<file path="config.mk">
export PLATFORM = sky130hd
export DESIGN_NAME = power_lane_eval_pipe
export DESIGN_NICKNAME = d
export VERILOG_FILES = /design/src/rtl/power_lane_eval_pipe.sv
export SDC_FILE = /design/constraint.sdc
export NUM_CORES = 1
export LEC_CHECK = 0
export ABC_AREA = 1
export CAP_MARGIN = 20
export CORE_MARGIN = 1.5
export CORE_UTILIZATION = 51
export CTS_CLUSTER_SIZE = 10
export DETAILED_ROUTE_END_ITERATION = 8
export GPL_TIMING_DRIVEN = 1
export MAX_ROUTING_LAYER = met4
export PLACE_DENSITY = 0.83
export SLEW_MARGIN = 40
export SYNTH_ARGS = -nofsm -noshare
export SYNTH_HDL_FRONTEND = slang
export SYNTH_SLANG_ARGS = --single-unit
export TNS_END_PERCENT = 5
</file>
<file path="constraint.sdc">
create_clock -name clk -period 7.1 [get_ports clk]
set_clock_uncertainty 0.15 [all_clocks]
set_input_delay 1.065 -clock clk [delete_from_list [all_inputs] [get_ports clk]]
set_output_delay 1.065 -clock clk [all_outputs]
set_load 0.02 [all_outputs]
</file>
<file path="src/rtl/power_lane_eval_pipe.sv">
// Evaluates f = (b ^ (a & d)) & (a | c) per lane; counts output bit toggles.
// Latency: PIPE cycles from input transfer to out_valid; 1 word/cycle throughput.
// Backpressure: valid/ready, no skid; in_ready falls combinationally when full and out_ready=0.
//
// Ports:
//   clk, rst              clock, synchronous active-high reset
//   in_valid/in_ready     input handshake; in_a..in_d are LANES-bit operands
//   iso_en                1 = data registers load only when a valid word moves in
//   out_valid/out_ready   output handshake; out_f is the registered per-lane result
//   tog_clr, tog_cnt      clear / saturating count of out_f toggles between accepted words
module power_lane_eval_pipe #(
   parameter int LANES = 8,
   parameter int PIPE  = 2,
   parameter int CNT_W = 16
) (
   input  logic             clk,
   input  logic             rst,
   input  logic             in_valid,
   output logic             in_ready,
   input  logic [LANES-1:0] in_a,
   input  logic [LANES-1:0] in_b,
   input  logic [LANES-1:0] in_c,
   input  logic [LANES-1:0] in_d,
   input  logic             iso_en,
   output logic             out_valid,
   input  logic             out_ready,
   output logic [LANES-1:0] out_f,
   input  logic             tog_clr,
   output logic [CNT_W-1:0] tog_cnt
);

   // Popcount width and a sum width that cannot overflow before saturation.
   localparam int PCW = $clog2(LANES + 1);
   localparam int SW  = CNT_W + PCW;

   logic [PIPE-1:0]  r_v;
   logic [LANES-1:0] r_data [PIPE];
   logic [LANES-1:0] r_last;
   logic [CNT_W-1:0] r_cnt;

   logic [LANES-1:0] w_f;
   logic [PIPE-1:0]  w_adv;
   logic             w_run;
   logic             w_acc;
   logic [LANES-1:0] w_x;
   logic [PCW-1:0]   w_pop;
   logic [SW-1:0]    w_sum;
   logic [CNT_W-1:0] w_max;

   assign w_f = (in_b ^ (in_a & in_d)) & (in_a | in_c);

   // Stage k advances when out_ready is high or any stage at or after k is empty.
   always_comb begin
      w_adv = '0;
      w_run = out_ready;
      for (int k = PIPE - 1; k >= 0; k--) begin
         w_run    = w_run | ~r_v[k];
         w_adv[k] = w_run;
      end
   end

   assign w_acc = r_v[PIPE-1] & out_ready;
   assign w_x   = r_data[PIPE-1] ^ r_last;

   always_comb begin
      w_pop = '0;
      for (int i = 0; i < LANES; i++) begin
         w_pop = w_pop + PCW'(w_x[i]);
      end
   end

   assign w_sum = SW'(r_cnt) + SW'(w_pop);
   assign w_max = {CNT_W{1'b1}};

   always_ff @(posedge clk) begin
      if (rst) begin
         r_v    <= '0;
         r_last <= '0;
         r_cnt  <= '0;
         for (int k = 0; k < PIPE; k++) begin
            r_data[k] <= '0;
         end
      end else begin
         if (w_adv[0]) begin
            r_v[0] <= in_valid;
            if (!iso_en || in_valid) begin
               r_data[0] <= w_f;
            end
         end
         for (int k = 1; k < PIPE; k++) begin
            if (w_adv[k]) begin
               r_v[k] <= r_v[k-1];
               // With isolation on, bubbles leave the stage data untouched.
               if (!iso_en || r_v[k-1]) begin
                  r_data[k] <= r_data[k-1];
               end
            end
         end
         if (w_acc) begin
            r_last <= r_data[PIPE-1];
         end
         // Clear wins over the same-cycle increment; last value still tracks the accept.
         if (tog_clr) begin
            r_cnt <= '0;
         end else if (w_acc) begin
            r_cnt <= (w_sum > SW'(w_max)) ? w_max : w_sum[CNT_W-1:0];
         end
      end
   end

   assign in_ready  = w_adv[0];
   assign out_valid = r_v[PIPE-1];
   assign out_f     = r_data[PIPE-1];
   assign tog_cnt   = r_cnt;

endmodule
</file>
Word-level counts from Yosys, hierarchy flattened
Memory sizes are Yosys's and may differ from the RTL's.
Cells that the tools add are included.

storage, ports and cells
  register bits after elaboration = 26
  RAM bits = 16
  input port bits = 38
  output and inout bits = 26
  logic and storage cells = 43
  memories kept = 1

operators by class
  $add $sub $neg = 8
  order comparisons = 1
  mux-type cells = 13
  bitwise operators = 12
  reduce and logical (&&, ||, !) cells = 4

memories
  name    words  bits a word  rd ports  clocked after memory_dff  write ports  RTL line  text
  r_data  2      8            2         0                         2            37        logic [LANES-1:0] r_data [PIPE];

operators with widths
  kind                                                              number
  adder 16 x 4 -> 17 bit                                            1
  greater-than comparator 17 x 16 -> 1 bit (second input constant)  1
  adder 4 x 1 -> 4 bit                                              4
  AND 8 bit                                                         2
  two-way mux 16 bit                                                1
  two-way mux 8 bit                                                 2
  XOR 8 bit                                                         2
  two-way mux 1 bit                                                 10
  OR 8 bit                                                          1
  adder 3 x 1 -> 4 bit                                              1
  OR 1 bit                                                          4
  adder 2 x 1 -> 3 bit                                              1
  adder 1 x 1 -> 2 bit                                              1
  logical OR 1 bit                                                  2
  NOT 1 bit                                                         2
  OR reduction 2 bit                                                1
  AND 1 bit                                                         1
  logical NOT 1 bit                                                 1

Logic depth before layout (Yosys ltp)
Gate-level depths: netlist of the first run.
An unclocked memory read counts as a cell.

  depth after elaboration = 12
  gate-level depth with buffers = 19
  gate-level depth less buffers = 19

Least setup slack after synthesis of the first run
Ideal clock, no wire load.

  kind = flip-flop to flip-flop
  from = mem r_data[1][0] (netlist: r_data[0][8])
  to = reg r_cnt[14] (netlist: tog_cnt[14])
  setup time = 0.109 ns
  data arrival time = 3.503 ns
  data required time = 6.841 ns
  setup slack = 3.338 ns
  cell stages (with the launch flop) = 20
  path buffers = 0
  clock period less this slack = 3.762 ns
  path through = edfxtp_1 -> xor2_1 -> fa_1 -> fa_1 -> inv_1 -> fa_1 -> inv_1 -> fa_1 -> inv_1 -> fa_1 -> inv_1 -> nand2_1 -> nand2_1 -> nand3_1 -> nor2_2 -> nand2_1 -> nand2_1 -> nand3_2 -> nand2_1 -> inv_1

RTL lines
  element               RTL line  text
  from (decl)           37
  to (signal assigned)  106       r_cnt <= (w_sum > SW'(w_max)) ? w_max : w_sum[CNT_W-1:0];
  to (decl)             39        logic [CNT_W-1:0] r_cnt;

==> results of run 1 <==
[logic make-up (layout without fill, tap and decap cells)]
logic type | after synthesis | count (layout) | synth area share [%]
DFF | 42 | 42 | 40.18
and+or+nand+nor | 153 | 153 | 29.43
AOI/OAI and AO/OA | 23 | 23 | 5.224
buffers and inverters | 65 | 121 | 12.15
adders and majority gates | 11 | 11 | 7.032
xor gates and xnor gates | 17 | 17 | 5.977
[cell usage after synthesis (4+ instances only)]
cell type / instances
xor2_1: 15
edfxtp_1: 16
nor3_1: 6
nand3_2: 5
inv_1: 48
o21ai_0: 11
buf_4: 11
nor2_1: 42
fa_1: 5
nand2_1: 61
nand4_1: 6
a21oi_1: 6
dfxtp_1: 26
nand3_1: 17
ha_1: 6
nand3b_1: 4
[worst paths after layout]
check / from / end / slack [ns] / cells after the start
min reg2reg: r_v[0] / r_v[1] / 0.35 / 2
max: r_data[0][8] / tog_cnt[14] / 3.04 / 19
max reg2reg: r_data[0][8] / tog_cnt[14] / 3.04 / 19
min: r_v[0] / r_v[1] / 0.35 / 2
[power by group through the flow]
stage | clock [mW] | combinational, mW | sequential [mW]
floorplan | 0 | 0.0985 | 0.279
global placement | 0 | 0.136 | 0.280
detailed placement | 0 | 0.143 | 0.280
CTS | 0.223 | 0.144 | 0.275
global route | 0.231 | 0.165 | 0.277
finish | 0.221 | 0.142 | 0.275
[layer usage]
| layer | vias up | wire, um | share of wire (%) |
|---|---|---|---|
| met1 | 948 | 2147 | 44 |
| met3 | 9 | 226 | 4.6 |
| met2 | 72 | 2427 | 49 |
| met4 | 0 | 104 | 2.1 |
| met5 | - | 0 | 0 |
| li1 | 1079 | - | - |
[cell usage in the layout (no fill, tap or decap), types with 6 or more instances in the layout]
cell	n
a21oi_1	6
clkdlybuf4s50_1	63
dfxtp_1	26
edfxtp_1	16
ha_1	6
inv_1	48
nand2_1	61
nand3_1	17
nand4_1	6
nor2_1	42
nor3_1	6
o21ai_0	11
xor2_1	15
[cell type report]
class                           instances  area, um^2  share of cell area [%]
Clock buffer                            5       68.82                   2.133
Clock inverter                          3       63.81                   1.978
Inverter                               49       183.9                   5.700
Multi-Input combinational cell        204        1187                   36.80
Sequential cell                        42        1001                   31.02
Tap cell                               67       83.83                   2.598
Timing Repair Buffer                   64       638.1                   19.78
[registers in the layout (all words and copies together), names as in the netlist]
name	cells
tog_cnt	16
r_v	2
r_last	8
r_data	16
[worst max-delay path, stage by stage (launching register included)]
cell and delay [ns]:
edfxtp_1 0.44, xor2_1 0.21, fa_1 0.48, fa_1 0.54, inv_1 0.05, fa_1 0.46
inv_1 0.09, fa_1 0.20, inv_1 0.06, fa_1 0.37, inv_1 0.07, nand2_1 0.09
nand2_1 0.10, nand3_1 0.14, nor2_2 0.22, nand2_1 0.07, nand2_1 0.07, nand3_2 0.05
nand2_1 0.06, inv_1 0.03
[per-stage QoR]
step	setup WS [ns]	cell area [um^2]	util, %
2_1_floorplan	3.338	2491	-
3_3_place_gp	3.132	3094	65.51
3_5_place_dp	3.045	3094	65.51
4_1_cts	3.026	3227	68.32
5_1_grt	2.778	3227	68.32
6_report	3.044	3227	68.32
==> flow_metrics.env, run 1 <==
export IMPL_die_area_um2=5313
export IMPL_hold_buffers=0
export IMPL_use_met3_pct=3.867
export IMPL_yosysTopAreaCellShare_pct=20.89
export IMPL_synth_seq_area_share_pct=40.18
export IMPL_io_pins=64
export IMPL_yosys_top_cells_area="dfxtp_1, edfxtp_1, nand2_1, inv_1, nor2_1"
export IMPL_nNetsFinal=415
export IMPL_grt_max_degree=21
export IMPL_drive_gt1_share_pct=7.084
export IMPL_synth_nets=360
export IMPL_core_um2=4723
export IMPL_synth_area_um2=2491
export IMPL_rows=25
export IMPL_drt_iter0_drc=131
export IMPL_critPathRequiredTime_ns=7.15
export IMPL_startpoint_type="register"
export IMPL_busiest_layer="met2"
export IMPL_tightest_slew_ns=0.6271
export IMPL_hp_class="reg -> reg"
export IMPL_synthToLayoutAreaGrowth_pct=29.53
export IMPL_p_leak_nw=1.484
export IMPL_ctsResizeCount=0
export IMPL_cts_tree="built"
export IMPL_grtUsageTotal_pct=20.52
export IMPL_clk_pin_slew_worst_paths_ns=0.08
export IMPL_finalCritPeriodShare_pct=57.13
export IMPL_seq_power_share_pct=43.1
export IMPL_fmax_mhz=246.5
export IMPL_vdd_drop_max_mv=0.1121
export IMPL_finalHoldViolations=0
export IMPL_status="finished, final reports clean"
export IMPL_cp_arrival_ns=4.11
export IMPL_fin_cells=434
export IMPL_ant_nets=0
export IMPL_cts_setup_buffers=0
export IMPL_switching_share_pct=26.01
export IMPL_dieHeight_um=72.89
export IMPL_overflow=0
export IMPL_wl_per_cell_um=11.30
export IMPL_grt_pass1_wl_um=8349
export IMPL_initial_core_util_pct=52.74
export IMPL_clock_tree_htree_level_count=2
export IMPL_avgSynthCellArea_um2=8.010
export IMPL_drc=0
export IMPL_slew_viol_final=0
export IMPL_finalWirelength_um=4905
export IMPL_max_cap_violations=0
export IMPL_hpwl_um=3798
export IMPL_setup_tns_ns=0
export IMPL_use_met1_pct=24.21
export IMPL_netlist_instances=311
export IMPL_rsz0062_at_grt="no"
export IMPL_diodes=0
export IMPL_synth_async_sr_flop_share_pct=0
export IMPL_vias=2108
export IMPL_viasPerCell=4.857
export IMPL_max_slew_margin_pct=58.15
export IMPL_gp_congestion=0.8628
export IMPL_synthDistinctLibCells=34
export IMPL_antenna_found_initial=0
export IMPL_clkPwrFrac_pct=34.6
export IMPL_cts_buffer_depth=2
export IMPL_first_pass_iters=4
export IMPL_power_total_uw=637.8
export IMPL_cts_root_buffer="clkbuf_8"
export IMPL_cp_max_fo=5
export IMPL_clk_latency_ns=0.29
export IMPL_setup_viol_count_final=0
export IMPL_fill_cells=396
export IMPL_p_sw_uw=165.9
export IMPL_place_inst=426
export IMPL_layout_min_cycle_time_ns=4.056
export IMPL_clock_sinks=42
export IMPL_p_comb_share_pct=22.3
export IMPL_grt_pass1_vias=2065
export IMPL_fp_dieW_um=72.89
export IMPL_critical_path_class="reg -> reg"
export IMPL_io_buffer_count=63
export IMPL_grt_use_met2_pct=34.76
export IMPL_ys_warn_count=0
export IMPL_cts_buffers=5
export IMPL_ys_ff_latch=42
export IMPL_power_internal_uw=471.9
export IMPL_synth_edf_count=16
export IMPL_p_per_area_nw_per_um2=197.6
export IMPL_whs_ns=0.3489
export IMPL_synth_top_area_cell="dfxtp_1"
export IMPL_crit_path_end_kind="register"
export IMPL_synth_main_ff_cell="dfxtp_1"
Note: power is estimated with default switching activity, not from simulation.
==> run 2: changes to the inputs <==
--- a/config.mk
+++ b/config.mk
@@ -8,12 +8,12 @@
 export ABC_AREA = 1
 export CAP_MARGIN = 20
 export CORE_MARGIN = 1.5
-export CORE_UTILIZATION = 51
+export CORE_UTILIZATION = 44
 export CTS_CLUSTER_SIZE = 10
 export DETAILED_ROUTE_END_ITERATION = 8
 export GPL_TIMING_DRIVEN = 1
 export MAX_ROUTING_LAYER = met4
-export PLACE_DENSITY = 0.83
+export PLACE_DENSITY = 0.76
 export SLEW_MARGIN = 40
 export SYNTH_ARGS = -nofsm -noshare
 export SYNTH_HDL_FRONTEND = slang
==> constraint.sdc (replaced) <==
create_clock -name clk -period 3.47 [get_ports clk]
set_clock_uncertainty 0.15 [all_clocks]
set_input_delay 0.5205 -clock clk [delete_from_list [all_inputs] [get_ports clk]]
set_output_delay 0.5205 -clock clk [all_outputs]
set_load 0.02 [all_outputs]
==> run 2 against run 1 <==
  * The flow now finishes with violations (setup timing)
  * Register-to-register slack worse by 3.3 ns
  * Count of clock-buffer cells in the layout is 1 higher
  * Total power is 87% higher
  * First-iteration DRC count is 17% lower
  * Maximum frequency is 8.5% higher
  * Sequential share of layout area is 0.90 points lower
  * Cell count is 3.0% higher
  * Global-route usage is 1.7 points lower
  * Non-clock buffer count is 8 higher
  * Worst setup slack worse by 3.3 ns
==> flow_metrics.env, run 2 (synthesized netlist as in run 1, its figures left out) <==
export IMPL_grt_max_degree=20
export IMPL_viasPerCell=4.738
export IMPL_drt_iter0_drc=109
export IMPL_clk_pin_slew_worst_paths_ns=0.08
export IMPL_hpwl_um=3830
export IMPL_timing_final_ws_setup_ns=-0.2676
export IMPL_place_area_um2=3176
export IMPL_wl_per_cell_um=11.19
export IMPL_fp_dieW_um=78.25
export IMPL_crit_path_end_kind="register"
export IMPL_finalCritPeriodShare_pct=107.7
export IMPL_drc=0
export IMPL_grt_pass1_wl_um=8956
export IMPL_grtUsageTotal_pct=18.86
export IMPL_cp_max_fo=5
export IMPL_cts_buffer_depth=2
export IMPL_p_per_area_nw_per_um2=359.2
export IMPL_cts_tree="built"
export IMPL_hold_buffers=0
export IMPL_crit_end="tog_cnt[10]"
export IMPL_max_cap_violations=0
export IMPL_slowest_delay_ns=0.50
export IMPL_rows=27
export IMPL_synthToLayoutAreaGrowth_pct=33.40
export IMPL_finalHoldViolations=0
export IMPL_clock_tree_htree_level_count=2
export IMPL_core_um2=5473
export IMPL_status="complete, but fails checks"
export IMPL_critPathTopFamily="adder cells"
export IMPL_hp_class="reg -> reg"
export IMPL_r2r_slack_ns=-0.27
export IMPL_finalWirelength_um=5002
export IMPL_vdd_drop_max_mv=0.1975
export IMPL_critPathRequiredTime_ns=3.52
export IMPL_diodes=0
export IMPL_startpoint_type="register"
export IMPL_fill_cells=494
export IMPL_setup_tns_ns=-3.211
export IMPL_violations="setup timing"
export IMPL_r2r_cells=19
export IMPL_critical_path_depth=19
export IMPL_worstPathCellList="xor2_1 -> fa_1 -> fa_1 -> inv_1 -> fa_1 -> inv_2 -> fa_2 -> inv_2 -> fa_2 -> inv_2 -> nand2_4 -> nand2_4 -> nand3_4 -> nor2_4 -> nand2_1 -> nand2_1 -> nand3_1 -> nand2_1 -> inv_1"
export IMPL_layout_min_cycle_time_ns=3.738
export IMPL_regArea_um2=1001
export IMPL_worstReg2RegEnd="tog_cnt[10]"
export IMPL_cp_slowest_cell="fa_1"
export IMPL_overflow=0
export IMPL_first_pass_iters=4
export IMPL_io_buffer_count=63
export IMPL_slew_viol_final=0
export IMPL_die_area_um2=6122
export IMPL_critPathBufInv=5
export IMPL_startpoint="r_data[0][10]"
export IMPL_multi_input_area_um2=1256
export IMPL_clk_latency_ns=0.30
export IMPL_mostFrequentLayoutCell="clkdlybuf4s50_1"
export IMPL_p_leak_nw=1.536
export IMPL_fmax_mhz=267.6
export IMPL_antenna_found_initial=0
export IMPL_power_total_mw=1.194
export IMPL_timing_rr_start="r_data[0][10]"
export IMPL_cp_arrival_ns=3.79
export IMPL_tightest_slew_ns=0.5924
export IMPL_cts_buffers=5
export IMPL_drive_gt1_share_pct=12.53
export IMPL_setup_viol_count_final=16
export IMPL_design_area_um2=3323
export IMPL_ant_nets=0
export IMPL_io_pins=64
export IMPL_gp_congestion=0.8287
export IMPL_initial_core_util_pct=45.52
export IMPL_grt_pass1_vias=2113
export IMPL_dieHeight_um=78.25
export IMPL_critical_path_class="reg -> reg"
export IMPL_final_cell_mix="clkdlybuf4s50_1, nand2_1, inv_1"
export IMPL_fin_util_pct=60.72
export IMPL_clock_sinks=42
export IMPL_cts_root_buffer="clkbuf_8"
export IMPL_rsz0062_at_grt="yes"
export IMPL_dpl_worst_slack_ns=-0.3507
export IMPL_vias=2118
export IMPL_max_slew_margin_pct=60.50
export IMPL_nNetsFinal=423
==> run 2: changes by cell type in the layout (fill, tap and decap cells not counted), moves of 3 or more <==
cell / previous run / this run
inv_1: 48 / 45
buf_4: 1 / 8
nand2_1: 61 / 57
inv_2: 1 / 4
nand3_2: 5 / 8
nand3_1: 17 / 13
==> run 2: worst register-to-register path, delay by kind of cell (launching register included) <==
| family | cells | cell delay, ns |
|---|---|---|
| XOR/XNOR | 1 | 0.20 |
| buffers and inverters | 5 | 0.26 |
| AND/OR/NAND/NOR | 8 | 0.65 |
| flip-flops | 1 | 0.42 |
| adder cells (fa/ha/maj) | 5 | 1.98 |
==> run 2: metal layers <==
| metal | GRT usage [%] | part of all wire (%) | vias up |
|---|---|---|---|
| met5 | - | 0 | - |
| li1 | - | - | 1100 |
| met2 | 31.22 | 50 | 48 |
| met1 | 22.34 | 45 | 965 |
| met4 | 8.036 | 1.3 | 0 |
| met3 | 3.837 | 3.8 | 5 |
==> run 2: repair_timing <==
item,4_1_cts,5_1_grt
gates resized for setup,4,2
buffers inserted,3,1
setup endpoints to repair,16,16
pin swaps,8,5
endpoints found under the hold margin,0,0
==> run 2: per-stage QoR <==
| step | std cells | hold slack (ns) |
|---|---|---|
| after floorplan | 311 | 0.2942 |
| after global placement | 435 | 0.3124 |
| after detailed placement | 435 | 0.3277 |
| after CTS | 446 | 0.3379 |
| after global routing | 447 | 0.3713 |
| final | 447 | 0.3390 |
==> run 2: cell type report <==
class | count | share of cell area [%]
inverters | 49 | 5.535
well taps | 72 | 2.711
clock buffers | 6 | 2.184
clock inverters | 2 | 0.2636
repair buffers | 72 | 21.39
multi-input cells | 204 | 37.80
flip-flops and latches | 42 | 30.12
==> run 2: worst min path at each step <==
stage | end | cells after the start | slack [ns] | startpoint
2_1_floorplan | r_v[1] | 2 | 0.29 | r_v[0]
3_3_place_gp | r_v[1] | 2 | 0.31 | r_v[0]
3_5_place_dp | r_v[1] | 2 | 0.33 | r_v[0]
4_1_cts | r_v[1] | 2 | 0.34 | r_v[0]
5_1_grt | r_v[1] | 2 | 0.37 | r_v[0]
6_report | r_v[1] | 2 | 0.34 | r_v[0]
==> run 2: report_power, final <==
group / total (mW) / switching (mW) / internal (mW) / leakage [nW]
sequential: 0.561 / 0.0168 / 0.544 / 0.381
combinational: 0.329 / 0.172 / 0.158 / 1.11
clock: 0.303 / 0.165 / 0.138 / 0.0426
==> run 3: changes to the inputs <==
--- a/config.mk
+++ b/config.mk
@@ -8,12 +8,12 @@
 export ABC_AREA = 1
 export CAP_MARGIN = 20
 export CORE_MARGIN = 1.5
-export CORE_UTILIZATION = 44
+export CORE_UTILIZATION = 49
 export CTS_CLUSTER_SIZE = 10
 export DETAILED_ROUTE_END_ITERATION = 8
 export GPL_TIMING_DRIVEN = 1
 export MAX_ROUTING_LAYER = met4
-export PLACE_DENSITY = 0.76
+export PLACE_DENSITY = 0.87
 export SLEW_MARGIN = 40
 export SYNTH_ARGS = -nofsm -noshare
 export SYNTH_HDL_FRONTEND = slang
==> constraint.sdc (replaced) <==
create_clock -name clk -period 4.25 [get_ports clk]
set_clock_uncertainty 0.15 [all_clocks]
set_input_delay 0.6375 -clock clk [delete_from_list [all_inputs] [get_ports clk]]
set_output_delay 0.6375 -clock clk [all_outputs]
set_load 0.02 [all_outputs]
==> run 3 against run 2 <==
  * The flow now finishes without violations
  * Cell count decreased by 2.2%
  * Via count increased by 0.57%
  * Final area decreased by 3.2%
  * Routed wire length increased by 1.7%
  * Highest routed layer unchanged
  * Largest power group unchanged
  * Non-clock buffer count decreased by 5
  * Critical path depth unchanged
  * Global-route usage increased by 0.34 points
  * Critical endpoint unchanged
==> flow_metrics.env, run 3 (synthesized netlist as in run 1, its figures left out) <==
export IMPL_vdd_drop_max_mv=0.1788
export IMPL_io_pins=64
export IMPL_nNetsFinal=418
export IMPL_fp_dieW_um=74.30
export IMPL_grt_max_degree=21
export IMPL_hold_buffers=0
export IMPL_cts_buffers=5
export IMPL_grt_pass1_wl_um=7969
export IMPL_place_inst=426
export IMPL_cp_arrival_ns=4.10
export IMPL_cp_slowest_cell="fa_1"
export IMPL_ant_nets=0
export IMPL_dpl_worst_slack_ns=0.1551
export IMPL_overflow=0
export IMPL_rsz0062_at_grt="yes"
export IMPL_status="finished, final reports clean"
export IMPL_critPathRequiredTime_ns=4.30
export IMPL_wl_per_cell_um=11.64
export IMPL_max_cap_violations=0
export IMPL_clock_sinks=42
export IMPL_synthToLayoutAreaGrowth_pct=29.08
export IMPL_cts_buffer_depth=2
export IMPL_final_cell_mix="clkdlybuf4s50_1, nand2_1, inv_1"
export IMPL_grt_pass1_vias=1919
export IMPL_timing_final_ws_setup_ns=0.1964
export IMPL_clk_pin_slew_worst_paths_ns=0.07
export IMPL_cp_max_fo=5
export IMPL_diodes=0
export IMPL_place_area_um2=3094
export IMPL_slowest_delay_ns=0.54
export IMPL_r2r_cells=19
export IMPL_die_area_um2=5520
export IMPL_gp_congestion=0.7989
export IMPL_hp_class="reg -> reg"
export IMPL_layout_min_cycle_time_ns=4.054
export IMPL_mostFrequentLayoutCell="clkdlybuf4s50_1"
export IMPL_fin_cells=437
export IMPL_antenna_found_initial=0
export IMPL_fin_util_pct=66.75
export IMPL_setup_viol_count_final=0
export IMPL_startpoint_type="register"
export IMPL_tightest_slew_ns=0.6505
export IMPL_slew_viol_final=0
export IMPL_setup_tns_ns=0
export IMPL_fmax_mhz=246.7
export IMPL_dieHeight_um=74.30
export IMPL_crit_path_end_kind="register"
export IMPL_cts_root_buffer="clkbuf_8"
export IMPL_first_pass_iters=4
export IMPL_finalWirelength_um=5087
export IMPL_hpwl_um=3774
export IMPL_initial_core_util_pct=51.71
export IMPL_rows=25
export IMPL_clock_tree_htree_level_count=2
export IMPL_design_area_um2=3216
export IMPL_worstPathCellList="xor2_2 -> fa_1 -> fa_1 -> inv_1 -> fa_1 -> inv_1 -> fa_1 -> inv_1 -> fa_1 -> inv_1 -> nand2_1 -> nand2_1 -> nand3_2 -> nor2_4 -> nand2_1 -> nand2_1 -> nand3_1 -> nand2_1 -> inv_1"
export IMPL_finalCritPeriodShare_pct=95.38
export IMPL_p_per_area_nw_per_um2=294.5
export IMPL_clk_latency_ns=0.29
export IMPL_drc=0
export IMPL_vias=2130
export IMPL_drt_iter0_drc=121
export IMPL_p_leak_nw=1.475
export IMPL_critical_path_class="reg -> reg"
export IMPL_min_path_cells=2
export IMPL_max_slew_margin_pct=56.59
export IMPL_drive_gt1_share_pct=8.108
export IMPL_viasPerCell=4.874
export IMPL_finalHoldViolations=0
export IMPL_core_um2=4817
export IMPL_grtUsageTotal_pct=19.20
export IMPL_io_buffer_count=63
export IMPL_cts_tree="built"
-- run 3: changes by cell type in the layout (fill, tap and decap cells not counted), sizes merged --
cell | before | now
buf | 9 | 4
-- run 3: path summary, 6_finish.rpt --
path | start | to | slack [ns]
worst max-delay path | r_data[0][8] | tog_cnt[10] | 0.20
worst min-delay path | r_v[0] | r_v[1] | 0.33
worst max register to register | r_data[0][8] | tog_cnt[10] | 0.20
worst min register to register | r_v[0] | r_v[1] | 0.33
-- run 3: per-stage QoR --
step	hold slack, ns	total power, mW
2_1_floorplan	0.2942	0.6305
3_3_place_gp	0.3087	0.6950
3_5_place_dp	0.3202	0.7068
4_1_cts	0.3307	0.9433
5_1_grt	0.3505	1.003
6_report	0.3311	0.9470
-- run 3: per-layer routing --
layer	up-vias	routed length, um	global-route usage, %
met5	-	0	-
met1	963	2103	22.50
li1	1089	-	-
met4	0	65	6.061
met3	7	282	3.794
met2	71	2635	33.13
-- run 3: where the power goes --
| part | leakage, nW | internal [mW] | total (mW) | switching, mW |
|---|---|---|---|---|
| clock network | 0.0426 | 0.113 | 0.241 | 0.128 |
| registers | 0.381 | 0.445 | 0.459 | 0.0144 |
| logic | 1.05 | 0.114 | 0.247 | 0.133 |
| total | 1.48 | 0.672 | 0.947 | 0.275 |
-- run 3: cell type report --
type / count / area [um^2]
fillers: 388 / 1602
well taps: 67 / 83.83
repair buffers: 67 / 660.6
inverters: 49 / 183.9
flip-flops and latches: 42 / 1001
multi-input cells: 204 / 1205
clock buffers: 6 / 72.57
clock inverters: 2 / 8.758
-- run 3: repair_timing --
| action | CTS | global route |
|---|---|---|
| setup endpoints to repair | 0 | 15 |
| resized for setup | 0 | 3 |
| hold endpoints to repair | 0 | 0 |
| buffers inserted | 0 | 3 |
-- run 3: worst max-delay path, delay by kind of cell (launching register included) --
family | cells | cell delay (ns)
XOR/XNOR | 1 | 0.19
AND/OR/NAND/NOR | 8 | 0.78
adder cells (fa/ha/maj) | 5 | 2.07
buffers and inverters | 5 | 0.30
flip-flops | 1 | 0.45
